[src/rtl/slow_tick_pkg.sv]
// Shared types and constants for the slow divider-tick receiver.
// The divider toggles every DIVIDER_N+1 fast clocks, so a healthy half-period reads EXPECTED_HALF_PERIOD.
package slow_tick_pkg;

    typedef enum logic [1:0] {
        IDLE    = 2'd0,
        ARMED   = 2'd1,
        LOCKED  = 2'd2,
        STALLED = 2'd3
    } state_t;

    localparam int DIVIDER_N            = 2500000;
    localparam int EXPECTED_HALF_PERIOD = DIVIDER_N + 1;
    localparam int DEFAULT_TIMEOUT      = 5000002;

endpackage

[src/rtl/sync_edge_detect.sv]
// Multi-flop synchronizer for an asynchronous slow level, with registered rise/fall/toggle pulses.
// rise_det/fall_det are the unregistered detections, aligned with the cycle the pulses get loaded.
module sync_edge_detect #(
    parameter int SYNC_STAGES = 2
) (
    input  logic clock,
    input  logic reset_n,
    input  logic hz_in,
    output logic level_sync,
    output logic rise_det,
    output logic fall_det,
    output logic rise_pulse,
    output logic fall_pulse,
    output logic toggle_pulse
);

    logic [SYNC_STAGES-1:0] sync_p0;
    logic                   prev_p1;

    assign level_sync = sync_p0[SYNC_STAGES-1];
    assign rise_det   = level_sync & ~prev_p1;
    assign fall_det   = ~level_sync & prev_p1;

    always_ff @(posedge clock or negedge reset_n) begin
        if (!reset_n) begin
            sync_p0      <= '0;
            prev_p1      <= 1'b0;
            rise_pulse   <= 1'b0;
            fall_pulse   <= 1'b0;
            toggle_pulse <= 1'b0;
        end else begin
            sync_p0      <= {sync_p0[SYNC_STAGES-2:0], hz_in};
            // stage boundary: previous synchronized level for edge detection
            prev_p1      <= level_sync;
            rise_pulse   <= rise_det;
            fall_pulse   <= fall_det;
            toggle_pulse <= rise_det | fall_det;
        end
    end

endmodule

[src/rtl/slow_tick_receiver.sv]
// Receives the divider's slow toggle: synchronizes it, pulses on edges, measures the half-period
// and flags a divider that has stopped toggling.
module slow_tick_receiver
    import slow_tick_pkg::*;
#(
    parameter int SYNC_STAGES = 2,
    parameter int CNT_WIDTH   = 27,
    parameter int TIMEOUT     = DEFAULT_TIMEOUT
) (
    input  logic                 clock,
    input  logic                 reset_n,
    input  logic                 hz_in,
    output logic                 level_sync,
    output logic                 rise_pulse,
    output logic                 fall_pulse,
    output logic                 toggle_pulse,
    output logic [CNT_WIDTH-1:0] half_period,
    output logic                 half_period_valid,
    output logic                 stalled
);

    localparam logic [CNT_WIDTH-1:0] CNT_LIMIT = CNT_WIDTH'(TIMEOUT);
    localparam logic [CNT_WIDTH-1:0] CNT_ONE   = CNT_WIDTH'(1);

    logic                 rise_det;
    logic                 fall_det;
    logic                 edge_det;
    logic                 at_limit;
    logic [CNT_WIDTH-1:0] cnt;
    state_t               state;

    sync_edge_detect #(
        .SYNC_STAGES (SYNC_STAGES)
    ) u_sync (
        .clock        (clock),
        .reset_n      (reset_n),
        .hz_in        (hz_in),
        .level_sync   (level_sync),
        .rise_det     (rise_det),
        .fall_det     (fall_det),
        .rise_pulse   (rise_pulse),
        .fall_pulse   (fall_pulse),
        .toggle_pulse (toggle_pulse)
    );

    assign edge_det = rise_det | fall_det;
    assign at_limit = (cnt == CNT_LIMIT);

    // An edge always wins over the timeout, even when both land in the same cycle.
    always_ff @(posedge clock or negedge reset_n) begin
        if (!reset_n) begin
            state             <= IDLE;
            cnt               <= '0;
            half_period       <= '0;
            half_period_valid <= 1'b0;
            stalled           <= 1'b0;
        end else begin
            if (edge_det) begin
                cnt <= CNT_ONE;
            end else if (!at_limit) begin
                cnt <= cnt + CNT_ONE;
            end

            unique case (state)
                IDLE: begin
                    if (edge_det) begin
                        state <= ARMED;
                    end else if (at_limit) begin
                        state   <= STALLED;
                        stalled <= 1'b1;
                    end
                end
                ARMED: begin
                    if (edge_det) begin
                        state             <= LOCKED;
                        half_period       <= cnt;
                        half_period_valid <= 1'b1;
                    end else if (at_limit) begin
                        state   <= STALLED;
                        stalled <= 1'b1;
                    end
                end
                LOCKED: begin
                    if (edge_det) begin
                        half_period <= cnt;
                    end else if (at_limit) begin
                        state             <= STALLED;
                        stalled           <= 1'b1;
                        half_period_valid <= 1'b0;
                    end
                end
                STALLED: begin
                    if (edge_det) begin
                        state   <= ARMED;
                        stalled <= 1'b0;
                    end
                end
            endcase
        end
    end

endmodule

[config.mk]
export PLATFORM = sky130hd
export DESIGN_NAME = slow_tick_receiver
export DESIGN_NICKNAME = d
export VERILOG_FILES = /design/src/rtl/slow_tick_pkg.sv /design/src/rtl/sync_edge_detect.sv /design/src/rtl/slow_tick_receiver.sv
export SDC_FILE = /design/constraint.sdc
export NUM_CORES = 1
export LEC_CHECK = 0
export ABC_AREA = 1
export CAP_MARGIN = 5
export CELL_PAD_IN_SITES_DETAIL_PLACEMENT = 0
export CELL_PAD_IN_SITES_GLOBAL_PLACEMENT = 1
export CORE_MARGIN = 1.5
export CORE_UTILIZATION = 44
export CTS_BUF_LIST = sky130_fd_sc_hd__clkbuf_4
export DETAILED_ROUTE_END_ITERATION = 10
export PLACE_DENSITY_LB_ADDON = 0.1
export REMOVE_ABC_BUFFERS = 1
export SLEW_MARGIN = 40
export SYNTH_ARGS = -nofsm -noshare
export SYNTH_HDL_FRONTEND = slang
export SYNTH_SLANG_ARGS = --single-unit
[constraint.sdc]
create_clock -name clock -period 2.2 [get_ports clock]
set_input_delay 0.22 -clock clock [delete_from_list [all_inputs] [get_ports clock]]
set_output_delay 0.22 -clock clock [all_outputs]
set_load 0.03 [all_outputs]
==> impl_metrics.tcl <==
set metrics [dict create \
    synth_most_common_cell "nand2_1" \
    maxSlewHeadroom_pct 67.9 \
    core_um2 6830 \
    detail-route-antenna-nets 0 \
    end_kind "flop" \
    place_hpwl_um 4800 \
    drv_cap 0 \
    wl_um 6600 \
    syn_avg_cell_area_um2 8.52 \
    die_y_um 87.3 \
    use_met1_pct 25.6 \
    rows 30 \
    timing.fmax_mhz 574 \
    clk_pin_slew_ns 0.12 \
    avgRoutedWirePerCell_um 12.8 \
    clock_path_buffers 2 \
    antenna_cells 0 \
    synth_area_um2 3130 \
    synth_area_leaders "dfrtp_1, nand2_1, inv_1, nor2_1, o21ai_0" \
    synth_commonest_cells "nand2_1, dfrtp_1, inv_1, nor2_1, o21ai_0" \
    ys_seq_area_share_pct 51.2 \
    gp_congestion 0.787 \
    use_met2_pct 32.4 \
    ys_seq_elements 64 \
    synth-main-ff-cell "dfrtp_1" \
    dieArea_um2 7620 \
    tightest_slew_ns 0.478 \
    p_leak_nw 1.79 \
    run_status "complete, no violations" \
    yosysTopAreaCellShare_pct 51.2 \
    clockRootBuffer "clkbuf_4" \
    start_util_pct 45.8 \
    ir_drop_v 0.000511 \
    grt_pass1_wl_um 11500 \
    grt_max_degree 33 \
    first_global_vias 2448 \
    ctsHtreeMaxLevel 3 \
    skew_ns 0.0128 \
    syn_to_final_growth_pct 20.0 \
    synth_edf_count 0 \
    worstRegToRegCells 10 \
    clkLatencyLatePin_ns 0.41 \
    antenna_found_initial 0 \
    grt_use_met3_pct 4.93 \
    crit_fanout 26 \
    hold_viol 0 \
    tritoncts "built" \
    yosysWarnings 0 \
    hold_path_class "in2async" \
    start_kind "flop" \
    track_usage_pct 19.9 \
    setup_viol 0 \
    vias_per_cell 4.88 \
    fin_nets 425 \
    first_iter_violations 115 \
    synth.distinct_cells 26 \
    finalPower_mw 2.95 \
    slew_viol_final 0 \
    critPathArrivalTime_ns 2.06 \
    top_usage_layer "met2" \
    dr.pass1.iters 5 \
    drc 0 \
    criticalPathCategory "reg2reg" \
    post-route-period-util_pct 79.2 \
    drive_above_1_share_pct 12.0 \
    cts.sinks 64 \
    cp.required_ns 2.52 \
    yosysTopAreaCell "dfrtp_1" \
    n_fill_cell 668 \
    cellPowerDensity_nw_per_um2 786 \
    post_cts_resized 0 \
    vias 2510 \
    grt_overflow 0 \
    num_io_pins 36 \
    syn_inst 367 \
    synth-async-reset-ratio_pct 100 \
    numCtsBuffers 9 \
    io_buffers 35 \
    post-route-min-period_ns 1.74 \
    rsz0062_at_grt "no" \
    die_w_um 87.3 \
    fin_util_pct 55.0 \
]
==> metal layers <==
metal	share of wire, %	wire (um)
met1	48	3140
met2	48	3170
met3	3.3	219
met4	1.1	71
met5	0	0
==> cells in the final DEF, fill, tap and decap left out, drive strengths merged <==
cell type       n
nand2          97
dfrtp          64
inv            48
nor2           48
clkdlybuf4s50  34
o21ai          30
a21oi          14
nand3          13
nor3           13
mux2           12
ha              9
clkbuf          9
buf             8
nand4           5
xor2            3
clkinvlp        2
clkinv          2
a2bb2oi         1
o211ai          1
o21bai          1
xnor2           1
a31oi           1
bufinv          1
dlygate4sd3     1
==> cells by family after synthesis <==
family	share of synthesized area, %
mux	4.32
flops	51.2
xor+xnor	1.12
simple gates	24.7
compound gates	8.00
fa+ha+maj	3.60
buf+inv	7.08
==> power by group <==
group | internal (mW) | total [mW] | switching (mW)
logic | 0.289 | 0.776 | 0.487
registers | 1.27 | 1.35 | 0.0811
clock network | 0.357 | 0.828 | 0.471
total | 1.91 | 2.95 | 1.04
==> flip-flops by register name, indices dropped and copies added (netlist names) <==
signal,count
cnt,27
stalled,1
u_sync.sync_p0,2
u_sync.fall_pulse,1
u_sync.toggle_pulse,1
u_sync.rise_pulse,1
state,2
u_sync.prev_p1,1
half_period,27
half_period_valid,1
==> critical path, stage by stage (launching register included) <==
cell,delay (ns)
dfrtp_1,0.41
inv_1,0.06
ha_1,0.30
buf_4,0.27
nor2_1,0.10
a21oi_1,0.21
nand2_1,0.07
nand2_1,0.08
nand2_1,0.05
nand2_1,0.05
inv_1,0.03
==> cell type report <==
type / instances / area [um2] / share of cell area (%)
inverters: 46 / 173 / 4.60
repair buffers: 43 / 408 / 10.9
clock inverters: 7 / 80.1 / 2.13
well taps: 96 / 120 / 3.20
flip-flops and latches: 64 / 1600 / 42.7
multi-input cells: 249 / 1310 / 34.8
clock buffers: 9 / 67.6 / 1.80
==> through the flow <==
| stage | instances | hold WS, ns | setup WS (ns) | cell area [um2] | TNS (ns) |
|---|---|---|---|---|---|
| floorplan | 359 | -0.0756 | -0.529 | 3080 | -10.87 |
| global placement | 497 | 0.0152 | 0.464 | 3600 | 0 |
| detailed placement | 497 | 0.0141 | 0.492 | 3600 | 0 |
| CTS | 514 | 0.0830 | 0.438 | 3750 | 0 |
| global route | 514 | 0.0946 | 0.242 | 3750 | 0 |
| finish | 514 | 0.109 | 0.457 | 3750 | 0 |
==> repair_timing <==
action,4_1_cts,5_1_grt
endpoints found under the hold margin,64,0
buffers inserted,0,0
hold buffers,1,0
==> final timing paths <==
| check | slack [ns] | end | from |
|---|---|---|---|
| setup / recovery | 0.46 | state[1] | u_sync.sync_p0[1] |
| hold / removal | 0.11 | half_period[11] | reset_n |
| setup reg to reg | 0.46 | state[1] | u_sync.sync_p0[1] |
| hold reg to reg | 0.37 | u_sync.sync_p0[1] | u_sync.sync_p0[0] |
| max in group asynchronous | 1.50 | half_period[17] | reset_n |
| min in group clock | 0.23 | u_sync.sync_p0[0] | hz_in |
No activity file was read; power rests on OpenSTA's default activity.
